**config.mk**
```make
export PLATFORM = sky130hd
export DESIGN_NAME = imem_port_arbiter
export DESIGN_NICKNAME = d
export VERILOG_FILES = /design/src/rtl/imem_port_arbiter.sv
export SDC_FILE = /design/constraint.sdc
export NUM_CORES = 1
export LEC_CHECK = 0
export ABC_AREA = 0
export BUFFER_PORTS_ARGS = -buffer_cell sky130_fd_sc_hd__buf_2
export CORE_AREA = 2 2 109 111
export CTS_BUF_LIST = sky130_fd_sc_hd__clkbuf_4
export DETAILED_ROUTE_END_ITERATION = 16
export DIE_AREA = 0 0 111 113
export GPL_TIMING_DRIVEN = 0
export HOLD_SLACK_MARGIN = 0.15
export PLACE_DENSITY = 0.73
export SLEW_MARGIN = 5
export SYNTH_ARGS = -nofsm -noshare
export SYNTH_HDL_FRONTEND = slang
export SYNTH_SLANG_ARGS = --single-unit
```
**constraint.sdc**
```tcl
create_clock -name clk -period 5 [get_ports clk]
set_input_delay 0.75 -clock clk [delete_from_list [all_inputs] [get_ports clk]]
set_output_delay 0.75 -clock clk [all_outputs]
set_load 0.01 [all_outputs]
```
**src/rtl/imem_port_arbiter.sv**
```systemverilog
// Single-port program/data RAM arbiter: CPU fetch, CPU load/store and boot loader
// share one synchronous RAM, one access per cycle, acks one cycle after grant.
module imem_port_arbiter #(
    parameter int unsigned ADDR_W     = 6,
    parameter int unsigned DATA_W     = 32,
    parameter bit          DATA_WR_EN = 1'b1
) (
    input  logic              clk,
    input  logic              clrn,
    input  logic              if_req,
    input  logic [31:0]       if_addr,
    output logic              if_ack,
    output logic [DATA_W-1:0] if_inst,
    input  logic              d_req,
    input  logic              d_we,
    input  logic [31:0]       d_addr,
    input  logic [DATA_W-1:0] d_wdata,
    output logic              d_ack,
    output logic [DATA_W-1:0] d_rdata,
    input  logic              ld_mode,
    input  logic              ld_req,
    input  logic [ADDR_W-1:0] ld_addr,
    input  logic [DATA_W-1:0] ld_wdata,
    output logic              ld_ack,
    output logic              err,
    output logic              ram_en,
    output logic              ram_we,
    output logic [ADDR_W-1:0] ram_addr,
    output logic [DATA_W-1:0] ram_wdata,
    input  logic [DATA_W-1:0] ram_rdata
);

    typedef enum logic [1:0] {GNT_NONE, GNT_IF, GNT_D, GNT_LD} gnt_e;

    gnt_e              gnt;
    logic              last_data;
    logic              if_flt, d_flt;
    logic              if_flt_q, d_flt_q, d_rd_q;
    logic [DATA_W-1:0] if_hold, d_hold;
    logic              e_if, e_d, e_ld;

    function automatic logic addr_bad(input logic [31:0] a);
        return (a[31:ADDR_W+2] != '0) || (a[1:0] != 2'b00);
    endfunction

    always_comb begin
        // A requester whose ack is pending this cycle still counts as in flight.
        e_if   = if_req & ~if_ack;
        e_d    = d_req  & ~d_ack;
        e_ld   = ld_req & ~ld_ack;
        if_flt = addr_bad(if_addr);
        d_flt  = addr_bad(d_addr) | (d_we & ~DATA_WR_EN);
        gnt    = GNT_NONE;
        if (!clrn) begin
            gnt = GNT_NONE;
        end else if (ld_mode) begin
            if (e_ld) gnt = GNT_LD;
        end else if (e_if && e_d) begin
            gnt = last_data ? GNT_IF : GNT_D;
        end else if (e_if) begin
            gnt = GNT_IF;
        end else if (e_d) begin
            gnt = GNT_D;
        end
    end

    always_comb begin
        ram_en    = 1'b0;
        ram_we    = 1'b0;
        ram_addr  = '0;
        ram_wdata = '0;
        case (gnt)
            GNT_IF: begin
                ram_en   = ~if_flt;
                ram_addr = if_addr[ADDR_W+1:2];
            end
            GNT_D: begin
                ram_en    = ~d_flt;
                ram_we    = d_we & ~d_flt;
                ram_addr  = d_addr[ADDR_W+1:2];
                ram_wdata = d_wdata;
            end
            GNT_LD: begin
                ram_en    = 1'b1;
                ram_we    = 1'b1;
                ram_addr  = ld_addr;
                ram_wdata = ld_wdata;
            end
            default: ;
        endcase
    end

    // RAM data arrives in the ack cycle, so it is bypassed straight out and
    // latched into the hold register at the end of that cycle.
    always_comb begin
        if_inst = if_ack ? (if_flt_q ? '0 : ram_rdata) : if_hold;
        d_rdata = (d_ack && d_rd_q) ? (d_flt_q ? '0 : ram_rdata) : d_hold;
    end

    always_ff @(posedge clk or negedge clrn) begin
        if (!clrn) begin
            if_ack    <= 1'b0;
            d_ack     <= 1'b0;
            ld_ack    <= 1'b0;
            err       <= 1'b0;
            last_data <= 1'b1;
            if_flt_q  <= 1'b0;
            d_flt_q   <= 1'b0;
            d_rd_q    <= 1'b0;
            if_hold   <= '0;
            d_hold    <= '0;
        end else begin
            if_ack <= (gnt == GNT_IF);
            d_ack  <= (gnt == GNT_D);
            ld_ack <= (gnt == GNT_LD);
            err    <= ((gnt == GNT_IF) && if_flt) || ((gnt == GNT_D) && d_flt);
            if (gnt == GNT_IF) begin
                last_data <= 1'b0;
                if_flt_q  <= if_flt;
            end
            if (gnt == GNT_D) begin
                last_data <= 1'b1;
                d_flt_q   <= d_flt;
                d_rd_q    <= ~d_we;
            end
            if (if_ack) if_hold <= if_inst;
            if (d_ack && d_rd_q) d_hold <= d_rdata;
        end
    end

endmodule

```
After elaboration in Yosys (flattened, before gate mapping):

Cells that the tools add are included.

* equality and inequality tests: 3
* multiplexer cells: 17
* bitwise operators: 10
* reductions and logical operators: 12

Operators with widths (count)
* $mux 32: 4
* $pmux 32 s2: 1
* $reduce_bool 24->1: 2
* $pmux 6 s3: 1
* $mux 2: 7
* $not 1->1: 6
* $reduce_bool 2->1: 3
* $and 1x1->1: 4
* $eq 2x2->1 const B: 2
* $logic_and 1x1->1: 4
* $logic_or 1x1->1: 3
* $pmux 1 s3: 1
* $eq 2x1->1 const B: 1
* $mux 1: 2
* $pmux 1 s2: 1

* register bits: 72
* word-level logic and storage cells: 52

Depth between registers and ports, before layout:

Gate-level depths: netlist (run 1).

* depth after elaboration: 10
* depth in mapped cells: 10
* gate-level depth less buffers: 8

Worst setup path before layout (run 1):

No wires, ideal clock.

* path kind: input-to-output
* start point: input d_req
* end point: output ram_wdata[0]
* arrival time: 2179 ps
* path slack: 2071 ps
* stages on the path: 9
* buffers on the path: 2
* path through: nand2b_1 > a311o_1 > nand2_1 > and2_1 > ha_1 > buf_2 > o21a_1 > buf_6 > a22o_1

* word-level cells in the longest chain between the ends: 8
* elaborated cells on any way between the ends: 10

RTL lines
* from (decl): line 14 `input logic d_req,`
* $and 1x1->1 (*): line 49 `e_d = d_req & ~d_ack;`
* $mux 2: line 62 `end else if (e_d) begin`
* $mux 2: line 60 `end else if (e_if) begin`
* $mux 2 (*): line 58 `end else if (e_if && e_d) begin`
* $mux 2 (*): line 56 `end else if (ld_mode) begin`
* $mux 2 (*): line 54 `if (!clrn) begin`
* $eq 2x2->1: line 72 `case (gnt)`
* $pmux 32 s2 (*): line 72
* to (decl): line 29 `output logic [DATA_W-1:0] ram_wdata,`

Every way passes the cells marked *; elsewhere a longest branch is shown, timed or not.

Worst setup path in the final report (run 1):

* start point: register d_ack
* end point: output ram_wdata[7]

* word-level cells in the longest chain between the ends: 9
* elaborated cells on any way between the ends: 11

RTL lines
* from (decl): line 18 `output logic d_ack,`
* from (signal assigned): line 114 `d_ack <= (gnt == GNT_D);`
* $not 1->1 (*): line 49
* $and 1x1->1 (*): line 49
* $mux 2: line 62
* $mux 2: line 60
* $mux 2 (*): line 58
* $mux 2 (*): line 56
* $mux 2 (*): line 54
* $eq 2x2->1: line 72
* $pmux 32 s2 (*): line 72

Marked as above.

==> results of run 1 <==
## kinds of logic (layout without fill, tap and decap cells)
kind of cell,Yosys count,after routing,synth area share (%)
AND/OR/NAND/NOR,139,139,17.2
flip-flops,72,72,44.3
other,0,3,0
adder cells (fa/ha/maj),5,5,1.54
AO/OA/AOI/OAI,173,173,31.2
multiplexers,2,2,0.523
buffers and inverters,43,340,5.26
## through the flow
stage	utilization (%)	hold WS, ps	instances	total power (uW)	setup slack (ps)
floorplan	-	439	434	708	2070
finish	51.5	224	877	1160	1410
detailed placement	50.4	460	858	855	1470
CTS	51.4	210	874	1170	1350
global placement	50.1	452	857	848	659
global route	51.5	215	877	1220	1190
## worst paths after layout
| check | slack (ps) | to | from |
|---|---|---|---|
| setup / recovery | 1410 | ram_wdata[7] | d_ack |
| hold / removal | 220 | d_hold[7] | clrn |
| setup reg to reg | 2820 | err | d_ack |
| hold reg to reg | 480 | d_hold[1] | d_hold[1] |
| max in group asynchronous | 4200 | if_hold[24] | clrn |
| min in group clk | 480 | d_hold[1] | d_hold[1] |
## Yosys cell counts, types with 2 or more instances
master     number  area [um2]
dfrtp_1        71        1780
nand2_1        69         259
o21ai_0        67         335
o2bb2ai_1      62         543
a22o_1         34         298
nand2b_1       33         206
clkbuf_1       19        71.3
buf_2          14        70.1
nor2_1         14        52.6
a222oi_1        6        60.1
nor4_1          6        37.5
nor4_2          6        75.1
ha_1            5        62.6
nand4_1         4        25.0
buf_4           3        22.5
buf_6           3        33.8
and2_1          2        12.5
inv_1           2        7.51
nand3_1         2        10.0
## metal layers
metal	GRT usage, %	share of wire [%]	up-vias
li1	-	-	2201
met1	27.4	38	2139
met2	46.2	53	176
met3	3.43	5.1	33
met4	13.5	3.9	0
met5	0	0	-
## power by group through the flow
stage          combinational (uW)  sequential [uW]  clock (uW)
5_1_grt                       265              603         353
3_3_place_gp                  236              612           0
3_5_place_dp                  243              612           0
6_report                      241              601         316
4_1_cts                       243              601         325
2_1_floorplan                96.3              612           0
## layout make-up
cell class                      count  area (um2)
Sequential cell                    72        1800
Tap cell                          143         179
Fill cell                        1066        5470
Buffer                             40         203
Timing Repair Buffer              281        1430
Clock buffer                        9        67.6
Multi-Input combinational cell    319        2050
Inverter                            3        11.3
Antenna cell                        3        7.51
Clock inverter                      7        46.3
## critical path, delay by kind of cell (launching register included)
kind            cells  cell delay (ps)
fa+ha+maj           1              190
simple gates        3              470
flops               1              420
compound gates      2              560
buf+inv             3              800
## state kept, by name, summed over array words and instances (netlist names)
signal and flops:
if_hold 32, d_hold 32, ld_ack 1, d_rd_q 1, if_ack 1, err 1
if_flt_q 1, d_ack 1, last_data 1, d_flt_q 1
==> metrics.log, run 1 <==
[metrics] CP Capture Type: output port
[metrics] vias per std cell: 5.19
[metrics] Iteration-0 DRC Markers: 344
[metrics] Final Max Slew Viols: 0
[metrics] CTS buffer count: 9
[metrics] Worst Path Max Fanout: 10
[metrics] most frequent cells in the layout: buf_2, dfrtp_1, nand2_1, o21ai_0, o2bb2ai_1
[metrics] Hold WC Path Type: in2async
[metrics] total I/O pin count: 281
[metrics] Avg Synthesized Cell Area: 9.38 um2
[metrics] H-tree levels: 3
[metrics] post-detailed-placement cell area: around 5700 um2
[metrics] crit path kind: reg2out
[metrics] Routed WL: 16.3 mm
[metrics] # resized after CTS: 0
[metrics] number of enable-type register cells in the synthesized netlist: 0
[metrics] number of distinct library cell variants in the gate-level netlist after synthesis: 31
[metrics] unrepaired setup endpoints after global routing: no
[metrics] power per cell area: 200 nW/um2
[metrics] layout-stage area growth over the synthesis result: 42.5%
[metrics] number of antenna violations at the first check in global routing: 3
[metrics] total congestion overflow after global routing: 0
[metrics] Post-Syn Instances: around 430
[metrics] async set-or-reset flop fraction in the synthesized netlist: 100%
[metrics] clock tree from TritonCTS: done
[metrics] fmax: 278 MHz
[metrics] die height: 113 um
[metrics] total non-filler cell area in the finished layout: 5800 um2
[metrics] total via count after detailed routing: 4,549
[metrics] last weighted congestion value of the routability-driven placer: 0.921
[metrics] total negative slack: 0 ps
[metrics] root buf cell: clkbuf_4
[metrics] placed wire-length estimate: 13.6 mm
[metrics] Cell Chain, Critical Path: nand2b_1 > a311o_1 > nand2_1 > and2_1 > ha_1 > buf_2 > clkbuf_1 > a22o_1 > buf_2
[metrics] headroom to the max-slew limit: 66.4%
[metrics] Sequential Power Share: 51.9%
[metrics] antenna viol nets, final: 0
[metrics] internal power: 800 uW
[metrics] vias in the first global route: 4,724
[metrics] Worst IR Drop VDD: 0.0927 mV
[metrics] Clk pwr share: 27.3%
[metrics] number of failing hold endpoints at the final stage: 0
[metrics] overall global routing resource usage: 24.8%
[metrics] combinational fraction of design power: 20.8%
[metrics] input/output buffers: between 200 and 300
[metrics] Post-CTS Repair Setup Buffers: 0
[metrics] number of warnings reported in the yosys synthesis log: 0
[metrics] wire length per cell after detailed routing: 18.6 um
[metrics] slowest stage cell on the critical path: clkbuf_1
[metrics] Max Root-Sink Buffers: 2
[metrics] layout cell share with drive strength beyond 1: 44.7%
[metrics] Worst-Margin Slew: approximately 500 ps
[metrics] syn nets: 612
[metrics] Post-Synthesis Cell Area: 4070 um2
[metrics] clock edge transition at the registers on the reported setup and hold paths: between 100 and 150 ps
[metrics] number of nets in the finished design: 904
[metrics] area of the die: 12,500 um2
[metrics] clock net sink count: 72
[metrics] Leakage: 0.00295 uW
[metrics] CP Launch Type: flop
[metrics] outcome: completed
[metrics] Horiz. Die Dim: 111 um
[metrics] sw frac: 30.9%
[metrics] Final period util: about 72%
[metrics] min Tclk post-route: 3590 ps
[metrics] std cell rows: 39
[metrics] cell mode on critical path: buf_2
[metrics] number of cells on the worst reg-to-reg path: 9
[metrics] global-route wire length before repair: 24.4 mm
[metrics] pin count of the biggest net entering global routing: 52
[metrics] final setup violation count: 0
[metrics] number of hold buffers added after CTS: 0
[metrics] detailed-router iteration count before antenna repair: 7
[metrics] initial standard-cell utilization of the core: 36.1%
[metrics] highest cell delay on the worst timing path: about 430 ps
[metrics] sw power: roughly 360 uW
[metrics] sequential element share of the synthesized area: 44.3%
[metrics] flip-flop cell with the highest count after synthesis: dfrtp_1
[metrics] DRC violation count after routing: 0
[metrics] critical path required time: between 4000 and 5000 ps
[metrics] Worst-Skew Late Latency: roughly 410 ps
[metrics] area of the core: 11,300 um2
[metrics] Data arrival, critical path: approximately 2800 ps
[metrics] Clock Skews: 13.4 ps
[metrics] number of synthesized register bits: around 70
[metrics] most common cell after layout, fill and taps aside: buf_2
[metrics] max-cap check violation count: 0
Power figures use the tool's default switching activity.
==> inputs of run 2 (changes only) <==
CORE_AREA = 2 2 110 112   (was 2 2 109 111)
DIE_AREA = 0 0 112 114   (was 0 0 111 113)
PLACE_DENSITY = 0.72   (was 0.73)
clock period = 3.6 ns   (was 5 ns; I/O delays follow)
==> run 2 against run 1 <==
  * Cell area grew 2.0%
  * Non-clock buffer count grew 1
  * Clock power grew 130%
  * Sequential cell count is the same
  * Largest cell class unchanged
  * Highest routed layer is now met5
==> metrics.log, run 2 (synthesis gave the netlist of run 1 again) <==
[metrics] Leakage: 0.00300 uW (was 0.00295 uW)
[metrics] power per cell area: 322 nW/um2 (was 200 nW/um2)
[metrics] initial standard-cell utilization of the core: 34.8% (was 36.1%)
[metrics] unrepaired setup endpoints after global routing: no (unchanged)
[metrics] filler-free cell count of the finished design: 881 (was 877)
[metrics] routed metal-1 wirelength: 6.16 mm (was 6.25 mm)
[metrics] last weighted congestion value of the routability-driven placer: 0.911 (was 0.921)
[metrics] Clock Skews: 16.0 ps (was 13.4 ps)
[metrics] Post-CTS Repair Setup Buffers: 0 (unchanged)
[metrics] most frequent cells in the layout: buf_2, dfrtp_1, nand2_1, o21ai_0, o2bb2ai_1 (unchanged)
[metrics] wire length on met3: 1.22 mm (was 826 um)
[metrics] final setup violation count: 0 (unchanged)
[metrics] vias per std cell: 5.30 (was 5.19)
[metrics] CP Launch Type: input port (was flop)
[metrics] CTS buffer count: 9 (unchanged)
[metrics] Max Root-Sink Buffers: 2 (unchanged)
[metrics] Worst Path Max Fanout: 30 (was 10)
[metrics] number of nets in the finished design: 905 (was 904)
[metrics] max-cap check violation count: 0 (unchanged)
[metrics] Hold WC Path Type: in2reg (was in2async)
[metrics] critical path required time: 3060 ps (was 4250 ps)
[metrics] Worst IR Drop VDD: 0.139 mV (was 0.0927 mV)
[metrics] area of the die: 12,800 um2 (was 12,500 um2)
[metrics] Routed WL: 16.1 mm (was 16.3 mm)
[metrics] placed wire-length estimate: 13.4 mm (was 13.6 mm)
[metrics] Final Max Slew Viols: 0 (unchanged)
[metrics] biggest regs: d_hold: 32 flops, if_hold: 32 flops (unchanged)
[metrics] Worst-Skew Late Latency: 430 ps (was 410 ps)
[metrics] number of antenna violations at the first check in global routing: 4 (was 3)
[metrics] Horiz. Die Dim: 112 um (was 111 um)
[metrics] number of cells in the design after placement: 862 (was 858)
[metrics] crit path kind: in2out (was reg2out)
[metrics] Iteration-0 DRC Markers: 369 (was 344)
[metrics] clock tree from TritonCTS: done (unchanged)
[metrics] total via count after detailed routing: 4,670 (was 4,549)
[metrics] Data arrival, critical path: 2830 ps (was 2840 ps)
[metrics] outcome: completed (unchanged)
[metrics] root buf cell: clkbuf_4 (unchanged)
[metrics] post-detailed-placement cell area: 5690 um2 (was 5680 um2)
[metrics] CP Capture Type: output port (unchanged)
[metrics] met2 WL post-DR: 8.22 mm (was 8.56 mm)
[metrics] pin count of the biggest net entering global routing: 48 (was 52)
[metrics] headroom to the max-slew limit: 68.5% (was 66.4%)
[metrics] clock net sink count: 72 (unchanged)
[metrics] layout-stage area growth over the synthesis result: 45.3% (was 42.5%)
[metrics] overall global routing resource usage: 24.2% (was 24.8%)
[metrics] global-route wire length before repair: 23.9 mm (was 24.4 mm)
[metrics] std cell rows: 40 (was 39)
[metrics] area of the core: 11,700 um2 (was 11,300 um2)
[metrics] Worst-Margin Slew: 472 ps (was 503 ps)
[metrics] input/output buffers: 280 (unchanged)
[metrics] fmax: 297 MHz
[metrics] min Tclk post-route: 3370 ps
[metrics] detailed-router iteration count before antenna repair: 5 (was 7)
[metrics] wire length per cell after detailed routing: 18.3 um (was 18.6 um)
[metrics] vias in the first global route: 4,715 (was 4,724)
[metrics] total congestion overflow after global routing: 0 (unchanged)
[metrics] H-tree levels: 3 (unchanged)
[metrics] layout cell share with drive strength beyond 1: 44.8% (was 44.7%)
[metrics] die height: 114 um (was 113 um)
[metrics] DRC violation count after routing: 0 (unchanged)
[metrics] clock edge transition at the registers on the reported setup and hold paths: 120 ps (was 130 ps)
[metrics] Final period util: 93.5%
[metrics] total I/O pin count: 281 (unchanged)
[metrics] number of failing hold endpoints at the final stage: 0 (unchanged)
[metrics] antenna viol nets, final: 0 (unchanged)
[metrics] total non-filler cell area in the finished layout: 5920 um2 (was 5800 um2)
[metrics] most common cell after layout, fill and taps aside: buf_2 (unchanged)
[metrics] top sig layer: met5 (was met4)
[run 2: cell types whose count changed in the layout (fill, tap and decap cells not counted), sizes merged]
cell / delta
bufinv: +4
clkinv: -3
diode: -1
dlygate4sd3: +1
inv: -1
[run 2: per-layer routing]
| metal | vias up | track usage [%] |
|---|---|---|
| li1 | 2209 | - |
| met1 | 2194 | 28.4 |
| met2 | 222 | 42.7 |
| met3 | 41 | 5.53 |
| met4 | 4 | 10.4 |
| met5 | - | 0 |
[run 2: through the flow]
step	worst slack (ps)	total power (uW)	TNS (ps)	hold WS, ps	utilization [%]
after floorplan	1090	984	0	244	-
after global placement	-322	1170	-9240	451	48.3
after detailed placement	543	1180	0	459	48.5
after CTS	120	1920	0	267	50.4
after global routing	31.5	1980	0	292	50.5
final	235	1900	0	298	50.5
[run 2: area by class of cell]
cell class | count | area, um2
Clock inverter | 7 | 144
Antenna cell | 2 | 5.00
Buffer | 40 | 203
Clock buffer | 9 | 67.6
Fill cell | 1136 | 5800
Sequential cell | 72 | 1800
Tap cell | 147 | 184
Multi-Input combinational cell | 319 | 2050
Inverter | 3 | 11.3
Timing Repair Buffer | 282 | 1450
[run 2: final timing paths]
kind	start	endpoint	slack, ps	depth (start not counted)
min	d_we	d_rd_q	300	2
max in group asynchronous	clrn	if_hold[31]	2520	3
min in group asynchronous	clrn	d_hold[7]	540	2
min reg2reg	d_hold[0]	d_hold[0]	480	2
max	clrn	ram_wdata[8]	230	9
max reg2reg	d_ack	err	1460	9
[run 2: worst max-delay path: stages]
cell and delay (ps):
dlygate4sd3_1 550, buf_6 280, and2_1 240, ha_1 180, buf_2 200, o21a_1 290
buf_6 200, a22o_1 170, buf_2 140
[run 2: what timing repair did]
| action | CTS | global route |
|---|---|---|
| endpoints found under the setup margin | 0 | 4 |
| hold buffers | 1 | 0 |
| endpoints found under the hold margin | 24 | 0 |
| gates resized for setup | 0 | 1 |
[run 2: power breakdown]
group          total, uW  switching [uW]  internal (uW)  leakage (uW)
clock network        734             312            422      0.000102
logic                335             190            145       0.00191
registers            835            7.59            827      0.000987
==> inputs of run 3 (changes only) <==
PLACE_DENSITY = 0.7   (was 0.72)
==> run 3 against run 2 <==
  * Global-route usage is essentially flat
  * Fmax grew 0.81%
  * Sequential cell count is the same
  * Hold slack gained 3.1 ps
  * Sequential power is essentially flat
  * Clock power shrank 32%
  * Cell area shrank 1.6%
==> metrics.log, run 3 (synthesis gave the netlist of run 1 again) <==
[metrics] Worst Path Max Fanout: 38 (was 30)
[metrics] met1 track utilization from global routing: 27.8% (was 28.4%)
[metrics] overall global routing resource usage: 24.2% (about the same)
[metrics] area of the die: 12,800 um2 (unchanged)
[metrics] layout-stage area growth over the synthesis result: 43.0% (was 45.3%)
[metrics] fmax: 300 MHz (was 297 MHz)
[metrics] H-tree levels: 3 (unchanged)
[metrics] vias in the first global route: 4,688 (was 4,715)
[metrics] die height: 114 um (unchanged)
[metrics] CP Launch Type: input port (unchanged)
[metrics] Final period util: 92.7% (was 93.5%)
[metrics] most common cell after layout, fill and taps aside: buf_2 (unchanged)
[metrics] Max Root-Sink Buffers: 2 (unchanged)
[metrics] sw power: 491 uW (was 510 uW)
[metrics] GR Util met3: 4.25% (was 5.53%)
[metrics] combinational fraction of design power: 20.1% (was 17.6%)
[metrics] sw frac: 29.5% (was 26.8%)
[metrics] pin count of the biggest net entering global routing: 40 (was 48)
[metrics] number of antenna violations at the first check in global routing: 1 (was 4)
[metrics] detailed-router iteration count before antenna repair: 5 (unchanged)
[metrics] antenna viol nets, final: 0 (unchanged)
[metrics] final setup violation count: 0 (unchanged)
[metrics] Sequential Power Share: 50.0% (was 43.8%)
[metrics] max-cap check violation count: 0 (unchanged)
[metrics] final core utilization: 49.7% (was 50.5%)
[metrics] biggest regs: d_hold: 32 flops, if_hold: 32 flops (unchanged)
[metrics] post-detailed-placement cell area: 5680 um2 (was 5690 um2)
[metrics] vias per std cell: 5.28 (was 5.30)
[metrics] min Tclk post-route: 3340 ps (was 3370 ps)
[metrics] number of cells in the design after placement: 862 (unchanged)
[metrics] beginning of the worst hold path: d_we (unchanged)
[metrics] diode insertion count for antenna repair: 0 (was 2)
[metrics] CTS buffer count: 9 (unchanged)
[metrics] GR peak layer: met2 (unchanged)
[metrics] total via count after detailed routing: 4,634 (was 4,670)
[metrics] Critical Path Start: clrn (unchanged)
[metrics] Worst-Skew Late Latency: 420 ps (was 430 ps)
[metrics] last weighted congestion value of the routability-driven placer: 0.863 (was 0.911)
[metrics] root buf cell: clkbuf_4 (unchanged)
[metrics] outcome: completed (unchanged)
[metrics] Iteration-0 DRC Markers: 290 (was 369)
[metrics] Worst IR Drop VDD: 0.173 mV (was 0.139 mV)
[metrics] Horiz. Die Dim: 112 um (unchanged)
[metrics] setup ws final: 261 ps (was 235 ps)
[metrics] initial standard-cell utilization of the core: 34.8% (unchanged)
[metrics] input/output buffers: 280 (unchanged)
[metrics] area of the core: 11,700 um2 (unchanged)
[metrics] Data arrival, critical path: 2800 ps (was 2830 ps)
[metrics] Routed WL: 16.2 mm (was 16.1 mm)
[metrics] total congestion overflow after global routing: 0 (unchanged)
[metrics] Leakage: 0.00296 uW (was 0.00300 uW)
[metrics] launching point of the worst reg2reg path: d_ack (unchanged)
[metrics] std cell rows: 40 (unchanged)
[metrics] met2 usage: 45.6% (was 42.7%)
[metrics] Final Max Slew Viols: 0 (unchanged)
[metrics] headroom to the max-slew limit: 67.5% (was 68.5%)
[metrics] layout cell share with drive strength beyond 1: 44.9% (was 44.8%)
[metrics] Clock Skews: 9.07 ps (was 16.0 ps)
[metrics] area of the multi-input gates: 2050 um2 (about the same)
[metrics] Place WS: 505 ps (was 543 ps)
[metrics] Worst-Margin Slew: 488 ps (was 472 ps)
[metrics] hold slack: 301 ps (was 298 ps)
[metrics] clock tree from TritonCTS: done (unchanged)
[metrics] wire length per cell after detailed routing: 18.4 um (was 18.3 um)
[metrics] most frequent cells in the layout: buf_2, dfrtp_1, nand2_1, o21ai_0, o2bb2ai_1 (unchanged)
[metrics] number of nets in the finished design: 905 (unchanged)
[metrics] unrepaired setup endpoints after global routing: no (unchanged)
[metrics] power per cell area: 286 nW/um2 (was 322 nW/um2)
[metrics] total non-filler cell area in the finished layout: 5820 um2 (was 5920 um2)
[metrics] number of failing hold endpoints at the final stage: 0 (unchanged)
[metrics] Hold WC Path Type: in2reg (unchanged)
[metrics] area taken by flip-flops and latches: 1800 um2 (unchanged)
[metrics] crit path kind: in2out (unchanged)
[metrics] DRC violation count after routing: 0 (unchanged)
[metrics] total I/O pin count: 281 (unchanged)
[metrics] filler-free cell count of the finished design: 878 (was 881)
[metrics] clock edge transition at the registers on the reported setup and hold paths: 110 ps (was 120 ps)
[metrics] internal power: 1180 uW (was 1390 uW)
[metrics] clock net sink count: 72 (unchanged)
[metrics] number of fill cells: 1,161 (was 1,136)
[metrics] global-route wire length before repair: 23.9 mm (about the same)
[metrics] Clk pwr share: 29.9% (was 38.6%)
[metrics] placed wire-length estimate: 13.4 mm (about the same)
[metrics] critical path required time: 3060 ps (about the same)
[metrics] CP Capture Type: output port (unchanged)
run 3: final timing paths:
kind / endpoint / slack (ps) / depth (start not counted)
max reg2reg: err / 1400 / 9
max in group asynchronous: if_hold[31] / 2510 / 3
min reg2reg: d_hold[1] / 480 / 2
max: ram_en / 260 / 9
min in group asynchronous: d_hold[24] / 570 / 2
min: d_rd_q / 300 / 2
run 3: critical path, cell delays in order:
cell           delay (ps)
dlygate4sd3_1         540
buf_6                 320
and2_1                250
ha_1                  180
clkbuf_1              360
nand4_1               150
nor2_1                160
o31a_1                140
buf_2                 130
run 3: cell type report:
cell class	instances	area share [%]
Buffer	40	3.50
Clock buffer	9	1.16
Inverter	3	0.193
Multi-Input combinational cell	319	35.3
Clock inverter	6	1.03
Tap cell	147	3.16
Sequential cell	72	31.0
Timing Repair Buffer	282	24.7
run 3: repair_timing:
item / in CTS / in global routing
hold buffers: 1 / 0
hold endpoints to repair: 32 / 0
buffers inserted: 0 / 0
setup endpoints to repair: 0 / 32
gates resized for setup: 0 / 4
run 3: per-stage QoR:
| step | total power (uW) | setup TNS [ps] |
|---|---|---|
| after floorplan | 984 | 0 |
| after global placement | 1170 | -8300 |
| after detailed placement | 1190 | 0 |
| after CTS | 1680 | 0 |
| after global routing | 1750 | 0 |
| final | 1670 | 0 |
run 3: per-layer routing:
metal / part of all wire [%] / vias to the layer above / wire (um)
met4: 2.5 / 2 / 403
li1: - / 2196 / -
met3: 5.7 / 34 / 922
met1: 38 / 2217 / 6150
met5: 0.080 / - / 13
met2: 54 / 185 / 8700
run 3: power by group through the flow:
stage | logic (uW) | registers, uW | clock network (uW)
floorplan | 134 | 850 | 0
global placement | 325 | 850 | 0
detailed placement | 335 | 850 | 0
CTS | 337 | 834 | 510
global route | 367 | 837 | 547
finish | 335 | 834 | 499
